### config.mk
export PLATFORM = sky130hd
export DESIGN_NAME = tdoa_angle_tracker_flat
export DESIGN_NICKNAME = d
export VERILOG_FILES = /design/src/rtl/tdoa_angle_tracker_pkg.sv /design/src/rtl/tdoa_angle_tracker_if.sv /design/src/rtl/tdoa_angle_tracker_onset_timestamper.sv /design/src/rtl/tdoa_angle_tracker.sv /design/src/flat_wrapper.sv
export SDC_FILE = /design/constraint.sdc
export NUM_CORES = 1
export LEC_CHECK = 0
export CAP_MARGIN = 20
export CORE_MARGIN = 4
export CORE_UTILIZATION = 45
export DETAILED_ROUTE_END_ITERATION = 10
export PLACE_DENSITY = 0.67
export SYNTH_ARGS = -nofsm -noshare
export SYNTH_HDL_FRONTEND = slang
export SYNTH_SLANG_ARGS = --single-unit
### constraint.sdc
create_clock -name clock -period 12.5 [get_ports clock]
set_clock_uncertainty 0.2 [all_clocks]
set_input_delay 3.75 -clock clock [delete_from_list [all_inputs] [get_ports clock]]
set_output_delay 3.75 -clock clock [all_outputs]
set_load 0.02 [all_outputs]
### src/rtl/tdoa_angle_tracker_pkg.sv
// Shared types and helpers for the TDOA angle tracker.
// Holds the FSM state enum, the LUT centre address and the delay clamp.
package utils;

   localparam int ADDR_W_DEF  = 8;
   localparam int ADDR_CENTER = 1 << (ADDR_W_DEF - 1);

   typedef enum logic [2:0] {
      ST_IDLE,
      ST_CAPTURE,
      ST_LOOKUP,
      ST_READ,
      ST_SEND,
      ST_GUARD,
      ST_HOLDOFF
   } tdoa_state_t;

   // Symmetric saturation of a signed delay to +/-lim.
   function automatic logic signed [31:0] clamp_delay(
      input logic signed [31:0] v,
      input int                 lim
   );
      if (v > lim)
         return lim;
      else if (v < -lim)
         return -lim;
      return v;
   endfunction

endpackage

### src/rtl/tdoa_angle_tracker_if.sv
// LUT and UART side-channel bundle of the TDOA angle tracker.
// master = tracker, slave = ROM/UART side.
interface tdoa_angle_tracker_if #(
   parameter int ADDR_W = 8
);
   logic [ADDR_W-1:0] lut_addr;
   logic [7:0]        lut_data;
   logic              tx_busy;
   logic [7:0]        tx_data;
   logic              tx_valid;

   modport master (
      output lut_addr,
      output tx_data,
      output tx_valid,
      input  lut_data,
      input  tx_busy
   );

   modport slave (
      input  lut_addr,
      input  tx_data,
      input  tx_valid,
      output lut_data,
      output tx_busy
   );
endinterface

### src/rtl/tdoa_angle_tracker_onset_timestamper.sv
// Per-channel onset edge detect, window counter and first-arrival stamps.
// cap_next/ts_next show the state including this cycle's edges.
module onset_timestamper #(
   parameter int NUM_CH = 2,
   parameter int CNT_W  = 16
) (
   input  logic                    clock,
   input  logic                    reset,
   input  logic [NUM_CH-1:0]       onset,
   input  logic                    arm,
   input  logic                    run,
   output logic                    start,
   output logic [CNT_W-1:0]        cnt,
   output logic [NUM_CH-1:0]       cap_next,
   output logic [NUM_CH*CNT_W-1:0] ts_next
);

   logic [NUM_CH-1:0]       onset_q;
   logic [NUM_CH-1:0]       edges;
   logic [NUM_CH-1:0]       cap;
   logic [NUM_CH*CNT_W-1:0] ts;

   assign edges = onset & ~onset_q;
   assign start = arm & (|edges);

   // First edge per channel latches the running counter; later ones are ignored.
   always_comb begin
      cap_next = cap;
      ts_next  = ts;
      if (run) begin
         for (int i = 0; i < NUM_CH; i++) begin
            if (edges[i] && !cap[i]) begin
               cap_next[i]                = 1'b1;
               ts_next[i*CNT_W +: CNT_W] = cnt;
            end
         end
      end
   end

   // Onset history tracks in every state so a held level is never an edge.
   always_ff @(posedge clock or posedge reset) begin
      if (reset)
         onset_q <= '0;
      else
         onset_q <= onset;
   end

   // Window start stamps edge channels at 0; capture advances the counter.
   always_ff @(posedge clock or posedge reset) begin
      if (reset) begin
         cap <= '0;
         ts  <= '0;
         cnt <= '0;
      end else if (start) begin
         cap <= edges;
         ts  <= '0;
         cnt <= CNT_W'(1);
      end else if (run) begin
         cap <= cap_next;
         ts  <= ts_next;
         cnt <= cnt + CNT_W'(1);
      end
   end

endmodule

### src/rtl/tdoa_angle_tracker.sv
// TDOA angle tracker: pair delay -> LUT address -> angle byte to UART.
// Optional RAW_DELAY_EN also sends the clamped shifted delay byte.
module tdoa_angle_tracker
   import utils::*;
#(
   parameter int NUM_CH      = 2,
   parameter int CNT_W       = 16,
   parameter int MAX_WINDOW  = 4096,
   parameter int PAIR_A      = 0,
   parameter int PAIR_B      = 1,
   parameter int DELAY_SHIFT = 4,
   parameter int ADDR_W      = ADDR_W_DEF,
   parameter int HOLDOFF     = 100_000_000
) (
   input  logic                 clock,
   input  logic                 reset,
   input  logic [NUM_CH-1:0]    onset,
   tdoa_angle_tracker_if.master bus,
   output logic                 meas_done,
   output logic                 timeout
);

   localparam int CTR    = (ADDR_W == ADDR_W_DEF) ? ADDR_CENTER
                                                  : (1 << (ADDR_W - 1));
   localparam int LIM    = CTR - 1;
   localparam int HOLD_W = 27;

   tdoa_state_t state;
   tdoa_state_t state_nx;

   logic                    start;
   logic [CNT_W-1:0]        cnt;
   logic [NUM_CH-1:0]       cap_next;
   logic [NUM_CH*CNT_W-1:0] ts_next;
   logic                    done;
   logic                    pair_ok;
   logic [CNT_W-1:0]        t_a;
   logic [CNT_W-1:0]        t_b;
   logic signed [CNT_W:0]   d;
   logic signed [31:0]      d_ext;
   logic signed [31:0]      s;
   logic [ADDR_W-1:0]       addr_c;
   logic [HOLD_W-1:0]       hold_cnt;
   logic                    unused;

`ifdef RAW_DELAY_EN
   logic [7:0] s_q;
   logic       byte_idx;
`endif

   onset_timestamper #(
      .NUM_CH (NUM_CH),
      .CNT_W  (CNT_W)
   ) u_ts (
      .clock    (clock),
      .reset    (reset),
      .onset    (onset),
      .arm      (state == ST_IDLE),
      .run      (state == ST_CAPTURE),
      .start    (start),
      .cnt      (cnt),
      .cap_next (cap_next),
      .ts_next  (ts_next)
   );

   assign t_a     = ts_next[PAIR_A*CNT_W +: CNT_W];
   assign t_b     = ts_next[PAIR_B*CNT_W +: CNT_W];
   assign d       = $signed({1'b0, t_b}) - $signed({1'b0, t_a});
   assign d_ext   = 32'(d);
   assign s       = clamp_delay(d_ext >>> DELAY_SHIFT, LIM);
   assign addr_c  = ADDR_W'(s + 32'(CTR));
   assign done    = (&cap_next) || (cnt == CNT_W'(MAX_WINDOW));
   assign pair_ok = cap_next[PAIR_A] && cap_next[PAIR_B];
   assign unused  = ^{ts_next, s};

   assign meas_done    = (state == ST_CAPTURE) && done;
   assign bus.tx_valid = (state == ST_SEND) && !bus.tx_busy;

   // State register; reset aborts any capture or send in flight.
   always_ff @(posedge clock or posedge reset) begin
      if (reset)
         state <= ST_IDLE;
      else
         state <= state_nx;
   end

   // Next-state logic of the capture/lookup/send/holdoff sequence.
   always_comb begin
      state_nx = state;
      unique case (state)
         ST_IDLE:
            if (start)
               state_nx = ST_CAPTURE;
         ST_CAPTURE:
            if (done)
               state_nx = pair_ok ? ST_LOOKUP : ST_HOLDOFF;
         ST_LOOKUP:
            state_nx = ST_READ;
         ST_READ:
            state_nx = ST_SEND;
         ST_SEND:
            if (!bus.tx_busy)
               state_nx = ST_GUARD;
         ST_GUARD:
`ifdef RAW_DELAY_EN
            state_nx = byte_idx ? ST_HOLDOFF : ST_SEND;
`else
            state_nx = ST_HOLDOFF;
`endif
         ST_HOLDOFF:
            if (hold_cnt == HOLD_W'(HOLDOFF - 1))
               state_nx = ST_IDLE;
         default:
            state_nx = ST_IDLE;
      endcase
   end

   // Address, output byte, timeout flag and holdoff counter.
   always_ff @(posedge clock or posedge reset) begin
      if (reset) begin
         bus.lut_addr <= ADDR_W'(CTR);
         bus.tx_data  <= '0;
         timeout      <= 1'b0;
         hold_cnt     <= '0;
`ifdef RAW_DELAY_EN
         s_q          <= '0;
         byte_idx     <= 1'b0;
`endif
      end else begin
         if (state == ST_IDLE && start)
            timeout <= 1'b0;
         if (state == ST_CAPTURE && done) begin
            if (!pair_ok) begin
               timeout <= 1'b1;
            end else begin
               bus.lut_addr <= addr_c;
`ifdef RAW_DELAY_EN
               s_q          <= s[7:0];
`endif
            end
         end
         if (state == ST_READ) begin
            bus.tx_data <= bus.lut_data;
`ifdef RAW_DELAY_EN
            byte_idx    <= 1'b0;
`endif
         end
`ifdef RAW_DELAY_EN
         if (state == ST_GUARD && !byte_idx) begin
            bus.tx_data <= s_q;
            byte_idx    <= 1'b1;
         end
`endif
         if (state == ST_HOLDOFF)
            hold_cnt <= hold_cnt + HOLD_W'(1);
         else
            hold_cnt <= '0;
      end
   end

endmodule
### src/flat_wrapper.sv
// flat-port wrapper written by rule: the top's interface ports become plain ports
module tdoa_angle_tracker_flat import utils::*;
#(
   parameter int NUM_CH      = 2,
   parameter int CNT_W       = 16,
   parameter int MAX_WINDOW  = 4096,
   parameter int PAIR_A      = 0,
   parameter int PAIR_B      = 1,
   parameter int DELAY_SHIFT = 4,
   parameter int ADDR_W      = ADDR_W_DEF,
   parameter int HOLDOFF     = 100_000_000
)
  (clock, reset, onset, meas_done, timeout, bus_lut_addr, bus_tx_data, bus_tx_valid, bus_lut_data, bus_tx_busy);
  tdoa_angle_tracker_if #(.ADDR_W(ADDR_W)) bus_i ();
  input  logic clock;
  input  logic reset;
  input  logic [NUM_CH-1:0] onset;
  output logic meas_done;
  output logic timeout;
  output wire logic [$bits(bus_i.lut_addr)-1:0] bus_lut_addr;
  output wire logic [$bits(bus_i.tx_data)-1:0] bus_tx_data;
  output wire logic [$bits(bus_i.tx_valid)-1:0] bus_tx_valid;
  input wire logic [$bits(bus_i.lut_data)-1:0] bus_lut_data;
  input wire logic [$bits(bus_i.tx_busy)-1:0] bus_tx_busy;
  assign bus_lut_addr = bus_i.lut_addr;
  assign bus_tx_data = bus_i.tx_data;
  assign bus_tx_valid = bus_i.tx_valid;
  assign bus_i.lut_data = bus_lut_data;
  assign bus_i.tx_busy = bus_tx_busy;
  tdoa_angle_tracker #(.NUM_CH(NUM_CH), .CNT_W(CNT_W), .MAX_WINDOW(MAX_WINDOW), .PAIR_A(PAIR_A), .PAIR_B(PAIR_B), .DELAY_SHIFT(DELAY_SHIFT), .ADDR_W(ADDR_W), .HOLDOFF(HOLDOFF)) u_core (.clock(clock), .reset(reset), .onset(onset), .bus(bus_i), .meas_done(meas_done), .timeout(timeout));
endmodule
# Word-level counts from Yosys, hierarchy flattened

Index checks and enable logic that the tools add are counted.

Register bits after elaboration: 99
Bits of input ports: 13
Output and inout port bits: 19
Logic and storage cells: 73

Add/sub/neg operators: 4
Magnitude comparators: 2
Equal/unequal tests: 12
Mux-type cells: 27
Bitwise logic cells: 3
Reductions and logical operators: 16

Operator list:

| cell                    | number |
|---|---|
| $mux W32                | 3 |
| $mux W16                | 4 |
| $add A27 B1 Y27 const B | 1 |
| $eq A27 B27 Y1 const B  | 1 |
| $mux W27                | 1 |
| $mux W8                 | 3 |
| $pmux W3 S7             | 1 |
| $sub A16 B16 Y17        | 1 |
| $add A16 B1 Y16 const B | 1 |
| $eq A16 B13 Y1 const B  | 1 |
| $mux W3                 | 5 |
| $gt A13 B8 Y1 const B   | 1 |
| $lt A13 B8 Y1 const B   | 1 |
| $eq A3 B3 Y1 const B    | 3 |
| $add A8 B8 Y8 const B   | 1 |
| $mux W1                 | 7 |
| $eq A3 B2 Y1 const B    | 2 |
| $logic_and A1 B1 Y1     | 6 |
| $mux W2                 | 3 |
| $ne A2 B1 Y1 const B    | 3 |
| $reduce_and A2 Y1       | 2 |
| $reduce_and A4 Y1       | 1 |
| $eq A3 B1 Y1 const B    | 1 |
| $logic_not A1 Y1        | 3 |
| 8 further kinds         | 8 |

# Longest topological paths before layout

Depth after elaboration: 11
Depth in mapped cells: 18
Gate-level depth less buffers: 15

# Modules after synthesis

A second synthesis with hierarchy kept.

Cell total of the unflattened synthesis: 556
Area total of the unflattened synthesis: 5,499.0 um2

Modules (own cells, without submodules):

| module             | instances | cells an instance | area an instance (um2) | sequential area each (um2) |
|---|---|---|---|---|
| tdoa_angle_tracker | 1         | 355               | 3,119.2                | 1,177.4 |
| onset_timestamper  | 1         | 201               | 2,379.8                | 1,301.2 |

# Least setup slack after synthesis

No wires, ideal clock.

Path kind: input-to-output
Start: in onset[0]
End: out meas_done
Arrival time: 4,554 ps
Required time: 8,550 ps
Slack: 3,996 ps
Stages on the path: 3
Path buffers: 0
Path through: nor2b_1 -> o22ai_1 -> a21oi_1

Cells in the longest elaborated chain, start to end: 7

RTL lines:

| what                | line                                       | text |
|---|---|---|
| from (decl)         | flat_wrapper.sv:17                         | `input logic [NUM_CH-1:0] onset;` |
| $and A2 B2 Y2       | tdoa_angle_tracker_onset_timestamper.sv:23 | `assign edges = onset & ~onset_q;` |
| $logic_and A1 B1 Y1 | tdoa_angle_tracker_onset_timestamper.sv:32 | `if (edges[i] && !cap[i]) begin` |
| $mux W1             | tdoa_angle_tracker_onset_timestamper.sv:32 |  |
| $mux W2             | tdoa_angle_tracker_onset_timestamper.sv:30 | `if (run) begin` |
| $reduce_and A2 Y1   | tdoa_angle_tracker.sv:72                   | `assign done = (&cap_next) \|\| (cnt == CNT_W'(MAX_WINDOW));` |
| $logic_or A1 B1 Y1  | tdoa_angle_tracker.sv:72                   |  |
| $logic_and A1 B1 Y1 | tdoa_angle_tracker.sv:76                   | `assign meas_done = (state == ST_CAPTURE) && done;` |
| to (decl)           | flat_wrapper.sv:18                         | `output logic meas_done;` |

Every way passes these cells.

# Worst setup path after layout

Ends and elaborated chain as after synthesis.

==> reports/results.ini <==
[clock_tree]
max-clock-path-buffers = 2
cts.clk_slew.worst_paths_ps = 70
postCtsResizedCells = 0
post_cts_buffers = 0
number_of_buffers_inserted_during_clock_tree_synthesis = 9
cts_hold_buf = 0
clk-insertion-delay-late_ps = 360
cts-root-buf = sky130_fd_sc_hd__clkbuf_16
htreeDepth = 3
cts_tree = done
cts.sinks = 99

[synth]
yosys_most_used_dff = sky130_fd_sc_hd__dfrtp_1
synth.distinct_cells = 87
synthesized_net_count = 746
synthArstFlopShare = 1.00
ys_seq_area_frac = 0.388
synth_top_area_frac = 0.384
yosys_warnings = 0
synth_edf_count = 0
syn-mean-instance-area_um2 = 8.86
syn_inst = 721
syn_area_um2 = 6390
netlist_top_cells_area = sky130_fd_sc_hd__dfrtp_1, sky130_fd_sc_hd__nand2_1, sky130_fd_sc_hd__nor2_1
synth_largest_area_cell = sky130_fd_sc_hd__dfrtp_1
total_of_flip_flops_plus_latches_after_synthesis = 99

[sta]
slew_headroom = 0.278
achievable-frequency_ghz = 0.103
slew_viol_final = 0
final_worst_path_period_need_ps = 9760
hold_viol = 0
worst-slew-pin-transition_ps = 1080
fin_crit_sh = 0.780
accumulated_negative_setup_slack_ps = 0
setup_viol_count_final = 0
rsz_0062_raised_after_global_routing = false

[floorplanning]
die_y_um = 127
placementRows = 43
io-pin-count = 32
start_util = 0.460
floorplan.core_area_um2 = 13900
die_w_um = 127
design.die.area_um2 = 16200

[route]
iter_0_drt_violations = 623
drt_drc_violations_left = 0
routed-via-count = 5504
postRouteAntennaNets = 0
route.detailed.vias_per_inst = 6.08
route.detailed.wl_per_inst_um = 17.6
tritonroute_pass_1_iters = 5
route.final.wire_length_mm = 16.0

[setup_path]
crit_fanout = 5
critical_path_required_ps = 8550
cp_data_arrival_time_ps = 5810
cp_class = in2out
reg2reg_path_depth = 15
critical_path.endpoint_type = output pin
worstSetupStartpointType = primary input
beginning_of_the_critical_path = onset[0]
timing.rr.start = u_core.state[1]

[layout]
post_route_cells_drive_above_1_share = 0.0826
seq_area_um2 = 2480
num-fill-cells = 1306
multi_input_comb_area_um2 = 3610
layout.nets = 746
insertedDiodeCount = 0
area_growth_synth_to_finish_pct = 10.5

[min_path]
timing.hold.worst.class = reg2reg
timing.hold.worst_path_depth = 2
timing.hold.worst.start = u_core.u_ts.ts[0]

[placement]
place.gp.congestion = 0.911
port-buffer-count = 31
dp.final_hpwl_mm = 10.8

[grt]
global_route_wire_length_before_repair_mm = 27.3
grt_antenna_before_repair = 0
globalRoute.totalOverflow = 0
grt_max_degree = 80
vias_in_the_first_global_route = 5422
grtUsageTotal = 0.206

[run]
max_cap_violations = 0

[status]
outcome = completed

[pwr]
power.density_cell_area_nw_per_um2 = 260
p_total_mw = 1.83
p_leak_nw = 2.95
power.ir.vdd_worst_mv = 0.143

==> final timing paths <==
| kind | endpoint | slack (ps) |
|---|---|---|
| max in group asynchronous | u_core.bus.tx_data[6] | 7650 |
| min in group asynchronous | u_core.hold_cnt[5] | 3490 |
| worst min register to register | u_core.u_ts.ts[0] | 280 |
| worst min-delay path | u_core.u_ts.ts[0] | 280 |
| worst max register to register | u_core.bus.lut_addr[4] | 7300 |
| worst max-delay path | meas_done | 2740 |
==> critical path, cell delays in order <==
cell and delay [ps]:
sky130_fd_sc_hd__clkdlybuf4s50_1 490, sky130_fd_sc_hd__nor2b_1 350, sky130_fd_sc_hd__o22ai_1 330, sky130_fd_sc_hd__a21oi_1 220, sky130_fd_sc_hd__clkdlybuf4s50_1 650
==> metrics by stage <==
step                hold WS (ps)  utilization  worst slack [ps]  area, um2  std cells
floorplan                    241            -              4000       6390        721
global placement             256        0.485              2850       6740        888
detailed placement           258        0.485              2770       6740        888
CTS                          276        0.506              2750       7020        904
global route                 318        0.509              2600       7060        906
finish                       276        0.509              2740       7060        906
==> cell usage after synthesis, types with 12 or more instances <==
cell type,instances
sky130_fd_sc_hd__dfrtp_1,98
sky130_fd_sc_hd__nor2_1,66
sky130_fd_sc_hd__o22ai_1,14
sky130_fd_sc_hd__o21ai_0,36
sky130_fd_sc_hd__nand3_1,29
sky130_fd_sc_hd__xor2_1,28
sky130_fd_sc_hd__and3_1,13
sky130_fd_sc_hd__xnor2_1,18
sky130_fd_sc_hd__nor3_1,15
sky130_fd_sc_hd__inv_1,19
sky130_fd_sc_hd__a21oi_1,27
sky130_fd_sc_hd__clkbuf_1,30
sky130_fd_sc_hd__ha_1,12
sky130_fd_sc_hd__nand2_1,95
sky130_fd_sc_hd__nand4_1,16
==> metal layers <==
| metal | wire length (um) | global-route usage | share of wire | up-vias |
|---|---|---|---|---|
| met5 | 0 | 0 | 0 | - |
| met4 | 469 | 0.0744 | 0.029 | 0 |
| met3 | 970 | 0.0577 | 0.061 | 35 |
| met2 | 7380 | 0.323 | 0.46 | 177 |
| met1 | 7150 | 0.274 | 0.45 | 2667 |
| li1 | - | - | - | 2625 |
==> state kept, by name, summed over array words and instances (netlist names) <==
register             cells
u_core.u_ts.cap          2
u_core.state             3
u_core.u_ts.onset_q      2
u_core.hold_cnt         27
u_core.u_ts.cnt         16
u_core.bus.lut_addr      8
u_core.u_ts.ts          32
u_core.bus.tx_data       8
u_core.timeout           1
==> kinds of logic after synthesis <==
family	Yosys count	synth area share
adders and majority gates	14	0.0266
DFF	99	0.388
buffers and inverters	68	0.0478
muxes	19	0.0313
AOI/OAI and AO/OA	179	0.208
and+or+nand+nor	296	0.236
xor gates and xnor gates	46	0.0630
==> area by class of cell <==
class | count | share of cell area
sequential | 99 | 0.351
multi-input combinational | 554 | 0.512
clock buffer | 11 | 0.0330
inverter | 19 | 0.0105
tap | 180 | 0.0319
timing repair buffer | 38 | 0.0553
clock inverter | 5 | 0.00656
==> cell usage in the layout, fill, tap and decap left out, types with 5 or more instances in the layout <==
cell	count
sky130_fd_sc_hd__dfrtp_1	98
sky130_fd_sc_hd__nand2_1	95
sky130_fd_sc_hd__nor2_1	66
sky130_fd_sc_hd__o21ai_0	36
sky130_fd_sc_hd__clkdlybuf4s50_1	31
sky130_fd_sc_hd__nand3_1	29
sky130_fd_sc_hd__xor2_1	28
sky130_fd_sc_hd__a21oi_1	27
sky130_fd_sc_hd__inv_1	18
sky130_fd_sc_hd__xnor2_1	18
sky130_fd_sc_hd__nand4_1	16
sky130_fd_sc_hd__nor3_1	15
sky130_fd_sc_hd__o22ai_1	14
sky130_fd_sc_hd__and3_1	13
sky130_fd_sc_hd__ha_1	12
sky130_fd_sc_hd__mux2i_1	11
sky130_fd_sc_hd__nor2b_1	9
sky130_fd_sc_hd__o2bb2ai_1	9
sky130_fd_sc_hd__a22o_1	9
sky130_fd_sc_hd__or3_1	9
sky130_fd_sc_hd__clkbuf_16	9
sky130_fd_sc_hd__o211ai_1	8
sky130_fd_sc_hd__mux2_2	8
sky130_fd_sc_hd__nor4_1	7
sky130_fd_sc_hd__a31oi_1	7
sky130_fd_sc_hd__a21o_1	6
sky130_fd_sc_hd__nand2b_1	5
sky130_fd_sc_hd__buf_4	5
==> power breakdown <==
part	internal [mW]	switching, mW
logic	0.459	0.650
registers	0.390	0.0619
clock network	0.139	0.135
Power figures use the tool's default switching activity.
